==> config.mk <==
export PLATFORM = sky130hd
export DESIGN_NAME = clock_divider
export DESIGN_NICKNAME = d
export VERILOG_FILES = /design/src/rtl/clock_divider_pkg.sv /design/src/rtl/clock_divider_div_counter.sv /design/src/rtl/clock_divider.sv
export SDC_FILE = /design/constraint.sdc
export NUM_CORES = 1
export LEC_CHECK = 0
export ABC_AREA = 1
export BUFFER_PORTS_ARGS = -buffer_cell sky130_fd_sc_hd__buf_4
export CORE_UTILIZATION = 52
export CTS_BUF_LIST = sky130_fd_sc_hd__clkbuf_16
export DETAILED_ROUTE_END_ITERATION = 10
export MAX_ROUTING_LAYER = met4
export PLACE_DENSITY_LB_ADDON = 0.1
export SETUP_SLACK_MARGIN = 0.15
export SLEW_MARGIN = 20
export SYNTH_ARGS = -nofsm -noshare
export SYNTH_HDL_FRONTEND = slang
export SYNTH_HIERARCHICAL = 1
export SYNTH_SLANG_ARGS = --single-unit
==> constraint.sdc <==
create_clock -name clk_in -period 3.5 [get_ports clk_in]
set_clock_uncertainty 0.2 [all_clocks]
set_input_delay 0.7 -clock clk_in [delete_from_list [all_inputs] [get_ports clk_in]]
set_output_delay 0.7 -clock clk_in [all_outputs]
set_load 0.01 [all_outputs]
==> src/rtl/clock_divider_pkg.sv <==
// Shared constants, phase encoding and width helper for the clock divider.
package clock_divider_pkg;

  localparam int DEFAULT_CLK_IN_HZ  = 20_000_000;
  localparam int DEFAULT_CLK_OUT_HZ = 1;

  typedef enum logic {
    PH_LO = 1'b0,
    PH_HI = 1'b1
  } phase_e;

  function automatic int cnt_width(input int n);
    int w;
    w = $clog2(n);
    return (w < 1) ? 1 : w;
  endfunction

endpackage

==> src/rtl/clock_divider_div_counter.sv <==
// Phase counter: counts up from zero and strobes tc_o at the terminal value
// of the current phase, restarting from zero on the same edge.
module div_counter
  #(
    parameter int CNT_W = 1,
    parameter int TC_LO = 0,
    parameter int TC_HI = 0
  )
  (
    input  logic clk_i,
    input  logic rst_ni,
    input  logic phase_i,
    output logic tc_o
  );

  logic [CNT_W-1:0] cnt_q, cnt_d;

  always_comb begin
    tc_o  = phase_i ? (cnt_q == CNT_W'(TC_HI)) : (cnt_q == CNT_W'(TC_LO));
    cnt_d = tc_o ? '0 : cnt_q + 1'b1;
  end

  always_ff @(posedge clk_i or negedge rst_ni) begin
    if (!rst_ni) cnt_q <= '0;
    else         cnt_q <= cnt_d;
  end

endmodule

==> src/rtl/clock_divider.sv <==
// Divides clk_in down to a registered square wave clk_out (DIV = CLK_IN_HZ/CLK_OUT_HZ).
// Optional one-cycle tick on each clk_out rise when CLOCK_DIVIDER_TICK_EN is defined.
//
// state | meaning
// PH_LO | clk_out low, counting LO cycles
// PH_HI | clk_out high, counting HI cycles
module clock_divider
  import clock_divider_pkg::*;
  #(
    parameter int CLK_IN_HZ  = DEFAULT_CLK_IN_HZ,
    parameter int CLK_OUT_HZ = DEFAULT_CLK_OUT_HZ
  )
  (
    input  logic clk_in,
    input  logic rst_n,
    output logic clk_out
`ifdef CLOCK_DIVIDER_TICK_EN
    ,
    output logic tick
`endif
  );

  localparam int DIV   = CLK_IN_HZ / CLK_OUT_HZ;
  localparam int LO    = DIV / 2;
  localparam int HI    = DIV - LO;
  localparam int CNT_W = cnt_width(HI);

  if (DIV < 2) begin : g_div_check
    $error("clock_divider: CLK_OUT_HZ must not exceed CLK_IN_HZ/2");
  end

  phase_e state_q, state_d;
  logic   tc;

  div_counter #(
    .CNT_W (CNT_W),
    .TC_LO ((LO > 0) ? LO - 1 : 0),
    .TC_HI ((HI > 0) ? HI - 1 : 0)
  ) u_div_counter (
    .clk_i   (clk_in),
    .rst_ni  (rst_n),
    .phase_i (state_q == PH_HI),
    .tc_o    (tc)
  );

  always_ff @(posedge clk_in or negedge rst_n) begin
    if (!rst_n) state_q <= PH_LO;
    else        state_q <= state_d;
  end

  always_comb begin
    state_d = state_q;
    if (tc) state_d = (state_q == PH_LO) ? PH_HI : PH_LO;
  end

  always_comb begin
    clk_out = (state_q == PH_HI);
  end

`ifdef CLOCK_DIVIDER_TICK_EN
  // Tick lands on the same edge as the clk_out rise.
  logic tick_q, tick_d;

  always_comb begin
    tick_d = tc && (state_q == PH_LO);
  end

  always_ff @(posedge clk_in or negedge rst_n) begin
    if (!rst_n) tick_q <= 1'b0;
    else        tick_q <= tick_d;
  end

  assign tick = tick_q;
`endif

endmodule

* Word-level counts from Yosys, hierarchy flattened
Index checks and enable logic that the tools add are counted.
** Storage, ports and cells
- Register bits :: 25
- Output and inout bits :: 1
** Cells by class
- $add $sub $neg :: 1
- Eq/ne operators :: 1
- Multiplexer cells :: 2
** Operators with widths (count)
- 24-bit by 1-bit adder with 24-bit output (second input constant) :: 1
- 24-bit == test (second input constant) :: 1
- 24-bit two-way mux :: 1
- 1-bit two-way mux :: 1

* Depth between registers and ports, before layout
- Depth after elaboration :: 2
- Depth in mapped cells :: 9
- Depth with buffers taken out :: 8

* Cells and area by module
The synthesis kept the hierarchy.
** Modules (own cells, without submodules)
- div_counter :: instances 1, cells an instance 210, area each 1486.4 um^2, sequential area each 600.6 um^2
- clock_divider :: instances 1, cells an instance 6, area each 43.8 um^2, sequential area each 25.0 um^2

* Worst setup path after synthesis
OpenSTA, ideal clock, no wires.
- Path kind :: register to register
- Start :: reg u_div_counter.cnt_q[0]
- End :: reg u_div_counter.cnt_q[14]
- Arrival time :: 1.228 ns
- Setup slack :: 1.954 ns
- Cell stages (with the launch flop) :: 8
- Period minus slack after synthesis :: 1.546 ns
- Cells stage by stage :: dfrtp_1 -> ha_1 -> nand2_2 -> nor2_4 -> nand2_1 -> nor2_1 -> xor2_1 -> inv_1
** On the way
- Word-level cells in the longest chain between the ends :: 2
- Elaborated cells between the ends (all ways) :: 3
- Classes of those cells :: 1 x add/sub; 1 x eq/ne; 1 x mux
** Ends and longest elaborated chain
- from (decl) :: line clock_divider_div_counter.sv:16 : logic [CNT_W-1:0] cnt_q, cnt_d;
- from (signal assigned) :: line clock_divider_div_counter.sv:25 : else cnt_q <= cnt_d;
- 24-bit by 1-bit adder with 24-bit output / 24-bit == test (equally long branches) :: line clock_divider_div_counter.sv:20, clock_divider_div_counter.sv:19
- 24-bit two-way mux * :: line clock_divider_div_counter.sv:20 : cnt_d = tc_o ? '0 : cnt_q + 1'b1;
- named net u_div_counter.cnt_d[14] :: line clock_divider_div_counter.sv:16
The timed path passes the listed nets; every way through them passes the cells marked *.
A chain may end at the register's enable or synchronous reset.

* Worst setup path in the final report
- Start :: reg u_div_counter.cnt_q[0]
- End :: reg u_div_counter.cnt_q[15]
Same word-level chain as after synthesis.

==> results.md <==
- Post-synth top area share: 0.409
- Crit path launch type: flip-flop
- Final setup viols: 0
- Ys Warns: 6
- Iter 0 DRT Violations: 97
- All-Layer GR Usage: 0.246
- Die X: 56.2 microns
- # Post-CTS Setup Buffers: 0
- Initial antenna violation count: 0
- Worst-path fanout max: 6
- Vias/cell: 5.28
- Slew HR: 0.791
- Longest Clk Path Bufs: 2
- Drt pass-1 iters: 7
- Place WS: 1.74 ns
- Post-synth ARST share: 1.00
- Power Density: 331 nW/um^2
- Clock Sinks: 25
- Largest net degree at the start of global routing: 26
- Synth top cells by count: nand2_1 (50), nor2_1 (46), inv_1 (32), dfrtp_1 (25), nand3_1 (16)
- H-tree depth: 1
- Worst path arrival time: 1.74 ns
- Static leakage: 0.807 nW
- Least-Margin Pin Slew: around 0.31 ns
- Hold Path Class: primary input to async pin
- Number of synthesized register bits: 25
- Post-Route WL: 3300 microns
- Register cell area after layout: 626 sq um
- Detailed Place HPWL: about 2500 microns
- Count leader, synth: nand2_1
- Period minus WS final: between 1.5 and 2 ns
- Sequential fraction of the synthesis area: 0.409
- Area delta synth->final: 8.34%
- Final hold viol count: 0
- Outcome: complete, no violations
- Slew Viols, Final: 0
- Vias post-DR: 1331
- First-pass GRT wire length: ~5800 microns
- CTS root buf: clkbuf_16
- Number of global-route vias before repair: 1283
- Drt drc: 0
- CTS tree: done
- # port buffers: 2
- Hold Buf Count CTS: 0
- Fill cells: 246
- Top cells by area, synth: dfrtp_1 (41%), nand2_1 (12%), nor2_1 (11%)
- Setup WS post-layout: 1.71 ns
- WL per Instance: 13.1 microns
- Clock Pin Slew Worst Setup and Hold Paths: 0.06 ns
- Final TNS setup: 0 ns
- EDFF count, synth: 0
- RSZ-0062 raised after global routing: false
- Ys flop type: dfrtp_1
- Final antenna-violating net count: 0
- Ant diodes: 0
- Synth unique cells: 20
- Area used by multi-input combinational logic: just under 800 sq um
- Post-Synthesis Cell Area: 1530 sq um
- Die ar.: between 3000 and 4000 sq um
- Die height: 56.2 microns
- Maxcap violations: 0
- # rows: 19
- Layout cells sized above 1: 0.0860
- Cell taking the most area after synthesis: dfrtp_1
- Worst EP required: 3.45 ns
- Mean Syn Cell Area: 7.08 sq um
- GP Congestion: 0.933
- Cts bufs inserted: 3
- Post-Syn Nets: 219
- Mapped Cells: 216
- Fmax: 560 MHz
- Boundary Pins: 3
- Clock Latency Late Sink: 0.26 ns
- Starting Density: 0.550
- Critical Path End Type: flip-flop
- Worst IR drop on VDD: 0.346 mV
- Gates resized, CTS repair: 0
- Nets: 225
- Post-route clock period utilization: 0.510
- CP Class: flip-flop to flip-flop
- Core Footprint: between 2000 and 3000 sq um
- R2R Setup Slk: 1.71 ns
- Remaining global-route overflow: 0
[critical path, stage by stage, from the launching register on]
cell and delay, ns:
dfrtp_1 0.40, ha_1 0.24, nand2_2 0.11, nor3_4 0.25
nand3_1 0.23, inv_2 0.17, nor2_1 0.06
[where the power goes]
| group | internal, W | switching (W) |
|---|---|---|
| Clock | 0.000153 | 0.000100 |
| Combinational | 0.000000761 | 0.00000530 |
| Sequential | 0.000289 | 0 |
[flip-flops by register name, indices dropped and copies added, names as in the netlist]
register             cells
u_div_counter/cnt_q     24
clk_out                  1
[logic make-up after synthesis]
logic type / after synthesis / synth area share
flip-flops: 25 / 0.409
adder cells (fa/ha/maj): 1 / 0.00818
AND/OR/NAND/NOR: 139 / 0.412
AO/OA/AOI/OAI: 5 / 0.0180
XOR/XNOR: 12 / 0.0687
buffers and inverters: 34 / 0.0842
[cell type report]
class	instances	share of cell area
multi-input cells	157	0.468
flip-flops and latches	25	0.377
inverters	33	0.0747
clock buffers	3	0.0453
well taps	31	0.0234
repair buffers	2	0.00906
clock inverters	1	0.00226
[final timing paths]
kind | from | endpoint | depth (start not counted)
min reg2reg | u_div_counter/cnt_q[0] | u_div_counter/cnt_q[0] | 1
min | rst_n | u_div_counter/cnt_q[9] | 1
max in group asynchronous | rst_n | u_div_counter/cnt_q[21] | 1
max reg2reg | u_div_counter/cnt_q[0] | u_div_counter/cnt_q[15] | 6
max | u_div_counter/cnt_q[0] | u_div_counter/cnt_q[15] | 6
min in group clk_in | u_div_counter/cnt_q[0] | u_div_counter/cnt_q[0] | 1
[routing by layer]
metal | vias to the layer above | routed length [microns] | GRT usage | part of all wire
met5 | - | 0 | - | 0
met4 | 0 | 61 | 0.0976 | 0.018
met3 | 8 | 245 | 0.0302 | 0.074
met2 | 61 | 1470 | 0.367 | 0.44
met1 | 584 | 1530 | 0.344 | 0.46
li1 | 678 | - | - | -
[cell usage in the layout, fill, tap and decap left out, types with 2 or more instances in the layout]
master,instances
buf_4,2
xor2_1,11
nor2_2,2
nand3b_1,3
nor3_1,6
dfrtp_1,25
nor2_4,3
nand2_1,50
inv_1,33
nand2_2,7
nor2_1,46
clkbuf_16,3
a21oi_1,3
nand4_1,5
nand3_1,16
[through the flow]
| stage | total power (W) | utilization | std cells | hold slack (ns) | cell area [sq um] |
|---|---|---|---|---|---|
| 2_1_floorplan | 0.000294 | - | 216 | 0.204 | 1530 |
| 3_3_place_gp | 0.000301 | 0.568 | 248 | 0.274 | 1580 |
| 3_5_place_dp | 0.000301 | 0.568 | 248 | 0.297 | 1580 |
| 4_1_cts | 0.000556 | 0.596 | 252 | 0.145 | 1660 |
| 5_1_grt | 0.000565 | 0.596 | 252 | 0.159 | 1660 |
| 6_report | 0.000548 | 0.596 | 252 | 0.130 | 1660 |
No activity file was read; power rests on OpenSTA's default activity.
